## config.mk

```make
export PLATFORM = sky130hd
export DESIGN_NAME = psum_accum
export DESIGN_NICKNAME = d
export VERILOG_FILES = /design/src/rtl/cu_pkg.sv /design/src/rtl/psum_accum.sv
export SDC_FILE = /design/constraint.sdc
export NUM_CORES = 1
export LEC_CHECK = 0
export BUFFER_PORTS_ARGS = -buffer_cell sky130_fd_sc_hd__buf_2
export CAP_MARGIN = 20
export CORE_MARGIN = 5
export CORE_UTILIZATION = 52
export DETAILED_ROUTE_END_ITERATION = 7
export GPL_TIMING_DRIVEN = 1
export PLACE_DENSITY = 0.76
export SLEW_MARGIN = 20
export SYNTH_ARGS = -nofsm -noshare
export SYNTH_HDL_FRONTEND = slang
export SYNTH_SLANG_ARGS = --single-unit
```

## constraint.sdc

```tcl
create_clock -name clk -period 2.59 [get_ports clk]
set_clock_uncertainty 0.1 [all_clocks]
set_input_delay 0.259 -clock clk [delete_from_list [all_inputs] [get_ports clk]]
set_output_delay 0.259 -clock clk [all_outputs]
set_load 0.02 [all_outputs]
```

## src/rtl/cu_pkg.sv

```systemverilog
// Shared compute-unit package: FSM state encoding and default datapath widths.
package cu_pkg;

  typedef enum logic [1:0] {
    IDLE = 2'd0,
    ACC  = 2'd1,
    OUT  = 2'd2
  } state_t;

  localparam int DWIDTH_DEF = 16;
  localparam int AWIDTH_DEF = 24;
  localparam int CWIDTH_DEF = 8;

endpackage

```

## src/rtl/psum_accum.sv

```systemverilog
// Accumulates cfg_len signed psum beats per job and hands one result downstream.
// Define PSUM_ACCUM_RELU_EN to clamp negative results to zero at the output register.
module psum_accum
  import cu_pkg::*;
#(
  parameter int DWIDTH = DWIDTH_DEF,
  parameter int AWIDTH = AWIDTH_DEF,
  parameter int CWIDTH = CWIDTH_DEF
) (
  input  logic              clk,
  input  logic              rstn,
  input  logic              start,
  input  logic [CWIDTH-1:0] cfg_len,
  input  logic              in_valid,
  output logic              in_ready,
  input  logic [DWIDTH-1:0] psum_in,
  output logic              out_valid,
  input  logic              out_ready,
  output logic [AWIDTH-1:0] out_data,
  output logic              busy
);

  state_t state, next_state;

  logic signed [AWIDTH-1:0] acc;
  logic signed [AWIDTH-1:0] sum;
  logic signed [AWIDTH-1:0] result;
  logic [CWIDTH-1:0]        cnt;
  logic [CWIDTH-1:0]        len;
  logic                     beat;
  logic                     last;

  assign beat = in_valid && in_ready;
  assign last = beat && (cnt == len - CWIDTH'(1));
  assign sum  = acc + AWIDTH'($signed(psum_in));

  // The clamp only shapes what gets registered out; acc itself never saturates.
  always_comb begin
    result = sum;
`ifdef PSUM_ACCUM_RELU_EN
    if (sum[AWIDTH-1]) begin
      result = '0;
    end
`endif
  end

  always_ff @(posedge clk or negedge rstn) begin
    if (!rstn) begin
      state <= IDLE;
    end else begin
      state <= next_state;
    end
  end

  always_comb begin
    next_state = state;
    case (state)
      IDLE: begin
        if (start) begin
          next_state = (cfg_len == '0) ? OUT : ACC;
        end
      end
      ACC: begin
        if (last) begin
          next_state = OUT;
        end
      end
      OUT: begin
        if (out_ready) begin
          next_state = IDLE;
        end
      end
      default: next_state = IDLE;
    endcase
  end

  always_comb begin
    in_ready  = (state == ACC);
    out_valid = (state == OUT);
    busy      = (state != IDLE);
  end

  // An empty job still produces a zero result, so out_data is cleared on that start.
  always_ff @(posedge clk or negedge rstn) begin
    if (!rstn) begin
      acc      <= '0;
      cnt      <= '0;
      len      <= '0;
      out_data <= '0;
    end else begin
      case (state)
        IDLE: begin
          if (start) begin
            len <= cfg_len;
            acc <= '0;
            cnt <= '0;
            if (cfg_len == '0) begin
              out_data <= '0;
            end
          end
        end
        ACC: begin
          if (last) begin
            out_data <= result;
            acc      <= '0;
            cnt      <= '0;
          end else if (beat) begin
            acc <= sum;
            cnt <= cnt + CWIDTH'(1);
          end
        end
        default: ;
      endcase
    end
  end

endmodule

```

# Word-level counts from Yosys, hierarchy flattened
# Index checks and enable logic that the tools add are counted.
word_totals:
  out_inout_bits: 27
  register_bits: 66
  inputBits: 29
op_classes:
  muxes: 17
  eq_ne: 8
  add_sub_neg: 3
  reduce_logical: 10
ops:
  columns: ["cell", "n"]
  rows:
  - ["$mux W24", 6]
  - ["$pmux W24 S2", 2]
  - ["$add A24 B16 Y24", 1]
  - ["$mux W8", 3]
  - ["$pmux W8 S2", 1]
  - ["$add A8 B1 Y8 const B", 1]
  - ["$eq A8 B8 Y1", 1]
  - ["$logic_not A8 Y1", 1]
  - ["$mux W2", 4]
  - ["$sub A8 B1 Y8 const B", 1]
  - ["$pmux W2 S3", 1]
  - ["$reduce_and A3 Y1", 2]
  - ["$ne A2 B1 Y1 const B", 2]
  - ["$ne A2 B2 Y1 const B", 2]
  - ["$reduce_and A4 Y1", 1]
  - ["$reduce_bool A2 Y1", 2]
  - ["$ne A3 B1 Y1 const B", 1]
  - ["$eq A2 B1 Y1 const B", 1]
  - ["$eq A2 B2 Y1 const B", 1]
  - ["$logic_and A1 B1 Y1", 2]
  - ["$logic_not A2 Y1", 1]
  - ["$reduce_and A2 Y1", 1]

# Logic depth before layout (Yosys ltp)
depth:
  ltp_word: 5
  ltp_mapped: 10

# Worst setup path after synthesis
# No wires, ideal clock.
synth_timing:
  kind: "reg2reg"
  from: "reg acc[0]"
  to: "reg acc[20]"
  setup_slack_ps: -30
  n_path_buf: 0
  period_less_slack_ps: 2620
  path_stages_with_launch: 10
  arrival_time_ps: 2399
  required_ps: 2369
  path_cell_list: "dfrtp_1 -> ha_1 -> fa_1 -> a21o_1 -> a221oi_1 -> a21boi_0 -> o22ai_1 -> o211ai_1 -> xor2_1 -> a22o_1"
synth_between:
  elab_chain_cells: 4
synth_rtl:
  columns: ["item", "line", "rtl"]
  rows:
  - ["start, declared", "psum_accum.sv:25", "logic signed [AWIDTH-1:0] acc;"]
  - ["start signal, assigned", "psum_accum.sv:108", "acc <= sum;"]
  - ["$add A24 B16 Y24", "psum_accum.sv:35", "assign sum = acc + AWIDTH'($signed(psum_in));"]
  - ["$mux W24", "psum_accum.sv:107", "end else if (beat) begin"]
  - ["$mux W24", "psum_accum.sv:103", "if (last) begin"]
  - ["$pmux W24 S2", "psum_accum.sv:91", "case (state)"]
# No other way between the ends. The select of a mux whose other input is x is not followed.
# A chain may end at the register's enable or synchronous reset.

# Worst setup path in the final report
# Same ends and word-level chain as after synthesis.

==> metrics.cfg <==
[global_routing]
grt_usage_pct=23.1
grt-ovfl-total=0
grt_antenna_before_repair=0
grt_pass1_wl_um=18000
grt_max_degree=37
first_global_vias=3719

[power]
p_leak_nw=2.47
clockPowerShare_pct=13.4
p_total_mw=6.35
vdd_drop_max_mv=0.617
combPwrFrac_pct=59.4
p_per_area_nw_per_um2=1230
power_frac_seq_pct=27.2
switching_share_pct=43.7
p_sw_mw=2.77
p_int_mw=3.57

[sta]
finalCriticalPeriod_ns=2.64
rsz0062_at_grt=true
fin_ws_ns=-0.0501
finalHoldViolCount=0
finalHoldWorstSlack_ns=0.0210
maxSlewViolCount=0
setup_viol=3
fmax_ghz=0.379
post-route-period-util_pct=102
setup-tns-final_ns=-0.0890
tightest_slew_ns=0.701
slew_headroom_pct=53.1

[routing]
routed-via-count=3606
routedWlPerCell_um=17.5
viasPerCell=5.71
drc=0
wl_um=11100
drt-initial-drc-count=153
ant_nets=0
drtPass1Iterations=4

[floorplanning]
die_y_um=98.3
ios=56
core_area_um2=7650
start_util_pct=53.1
rows=32
dieWidth_um=98.3
dieArea_um2=9670

[setup_path]
end_kind=register
start_kind=register
crit_type=reg2reg
required_ns=2.72
critPathMaxFanout=3
arrival_ns=2.77

[final_layout]
fin_area_um2=5160
fin_nets=580
syn_to_final_growth_pct=27.1
final-seq-area_um2=1650
final_util_pct=67.5
fillers=622
fin_cells=632
n_antenna_cell=0
multi_input_area_um2=2480
drive_gt1_share_pct=29.4

[placed_design]
dpl_cell_area_um2=4640
dpl.cell_count=600
gp_congestion=0.886
portBuffers=55
hpwl_um=7920
place_ws_ns=-0.178

[yosys]
synth_edf_count=0
yosys_warnings=0
synth_area_um2=4060
async_flop_share_pct=100
synth_top_area_cell=dfrtp_1
postSynthCellCount=427
synth_seq_cells=66
netlist-cell-type-count=55
ys_seq_area_share_pct=40.7
ys.flop_type=dfrtp_1
syn_area_per_cell_um2=9.50
synthTopCellsByArea=dfrtp_1, ha_1, a22o_1, nand2_1, o21ai_0
synth_top_area_share_pct=40.7
synth_nets=482

[clock_tree]
path_clk_slew_ns=0.08
clkLatencyLatePin_ns=0.35
cts_max_path_buffers=2
cts.htree.levels=3
clock_sinks=66
cts-root-buf=clkbuf_8
cts_buffers=9
cts_tree=yes

[status]
outcome=complete, but fails checks
violations=negative setup slack

[worst_hold_path]
hold_path_class=in2reg

[run]
max_cap_violations=0

==> area by class of cell <==
| class | instances | share of cell area [%] |
|---|---|---|
| clock inverter | 5 | 1.07 |
| multi-input combinational | 333 | 48.2 |
| tap | 102 | 2.47 |
| clock buffer | 11 | 2.55 |
| timing repair buffer | 100 | 12.6 |
| sequential | 66 | 32.0 |
| inverter | 15 | 1.09 |
==> placed cells by master (no fill, tap or decap), drive strengths merged, types with 11 or more instances in the layout <==
cell / n
a21oi: 25
inv: 14
o21ai: 33
a22o: 24
o31ai: 13
xor2: 15
clkbuf: 11
ha: 25
xnor2: 16
dfrtp: 66
nand2: 53
nor2: 23
buf: 99
==> synth_stat cells (4+ instances only) <==
library cell,n
ha_1,25
and3_1,4
a22o_1,24
nor3_1,7
mux2_2,6
o31ai_1,13
o21ai_0,33
buf_2,4
dfrtp_1,66
xnor2_1,16
o211ai_1,5
nand3_1,8
a21o_1,8
a21boi_0,4
a21oi_1,25
clkbuf_1,8
nand2_1,53
or3_1,5
nor2_1,22
inv_1,14
a32o_1,4
xor2_1,15
nand4_1,4
nand2b_1,8
==> worst max-delay path, cell delays in order, from the launching register on <==
cell and delay, ns:
dfrtp_1 0.41, ha_4 0.19, fa_2 0.34, a21o_1 0.21
a221oi_2 0.29, a21boi_1 0.13, o22ai_1 0.20, buf_4 0.16
o211ai_1 0.11, xor2_1 0.17, a22o_1 0.21
==> kinds of logic after synthesis <==
kind of cell,Yosys count,share of synthesized area (%)
flops,66,40.7
fa+ha+maj,26,8.20
compound gates,141,23.9
simple gates,127,15.2
mux,7,1.91
xor+xnor,32,7.25
buf+inv,28,2.90
==> final timing paths <==
kind	startpoint	end	slack [ns]	cells past startpoint
max	acc[0]	acc[20]	-0.05	10
min	out_ready	state[1]	0.02	2
max reg2reg	acc[0]	acc[20]	-0.05	10
min reg2reg	out_data[5]	out_data[5]	0.38	2
max in group asynchronous	rstn	state[0]	1.37	3
min in group asynchronous	rstn	acc[15]	0.30	2
==> state kept, by name, indices dropped and copies added, names as in the netlist <==
name      flops
acc          24
out_data     24
cnt           8
len           8
state         2
==> metal layers <==
| layer | track usage [%] | vias up | wire, um | part of all wire, % |
|---|---|---|---|---|
| met2 | 38.0 | 79 | 5580 | 50 |
| li1 | - | 1767 | - | - |
| met4 | 8.30 | 0 | 123 | 1.1 |
| met5 | 0 | - | 0 | 0 |
| met3 | 4.29 | 11 | 552 | 5.0 |
| met1 | 30.5 | 1749 | 4830 | 44 |
==> timing repair <==
| item | CTS | global route |
|---|---|---|
| hold buffers | 1 | 0 |
| resized for setup | 10 | 32 |
| buffers inserted | 6 | 9 |
| pin swaps | 7 | 30 |
| setup endpoints to repair | 32 | 51 |
| hold endpoints to repair | 20 | 0 |
==> power groups by stage <==
| stage | clock network [mW] | logic (mW) | registers, mW |
|---|---|---|---|
| 2_1_floorplan | 0 | 2.25 | 1.75 |
| 3_3_place_gp | 0 | 3.16 | 1.71 |
| 3_5_place_dp | 0 | 3.26 | 1.72 |
| 4_1_cts | 0.863 | 3.36 | 1.71 |
| 5_1_grt | 0.924 | 4.13 | 1.77 |
| 6_report | 0.853 | 3.77 | 1.72 |
(Power assumes the default switching activity.)
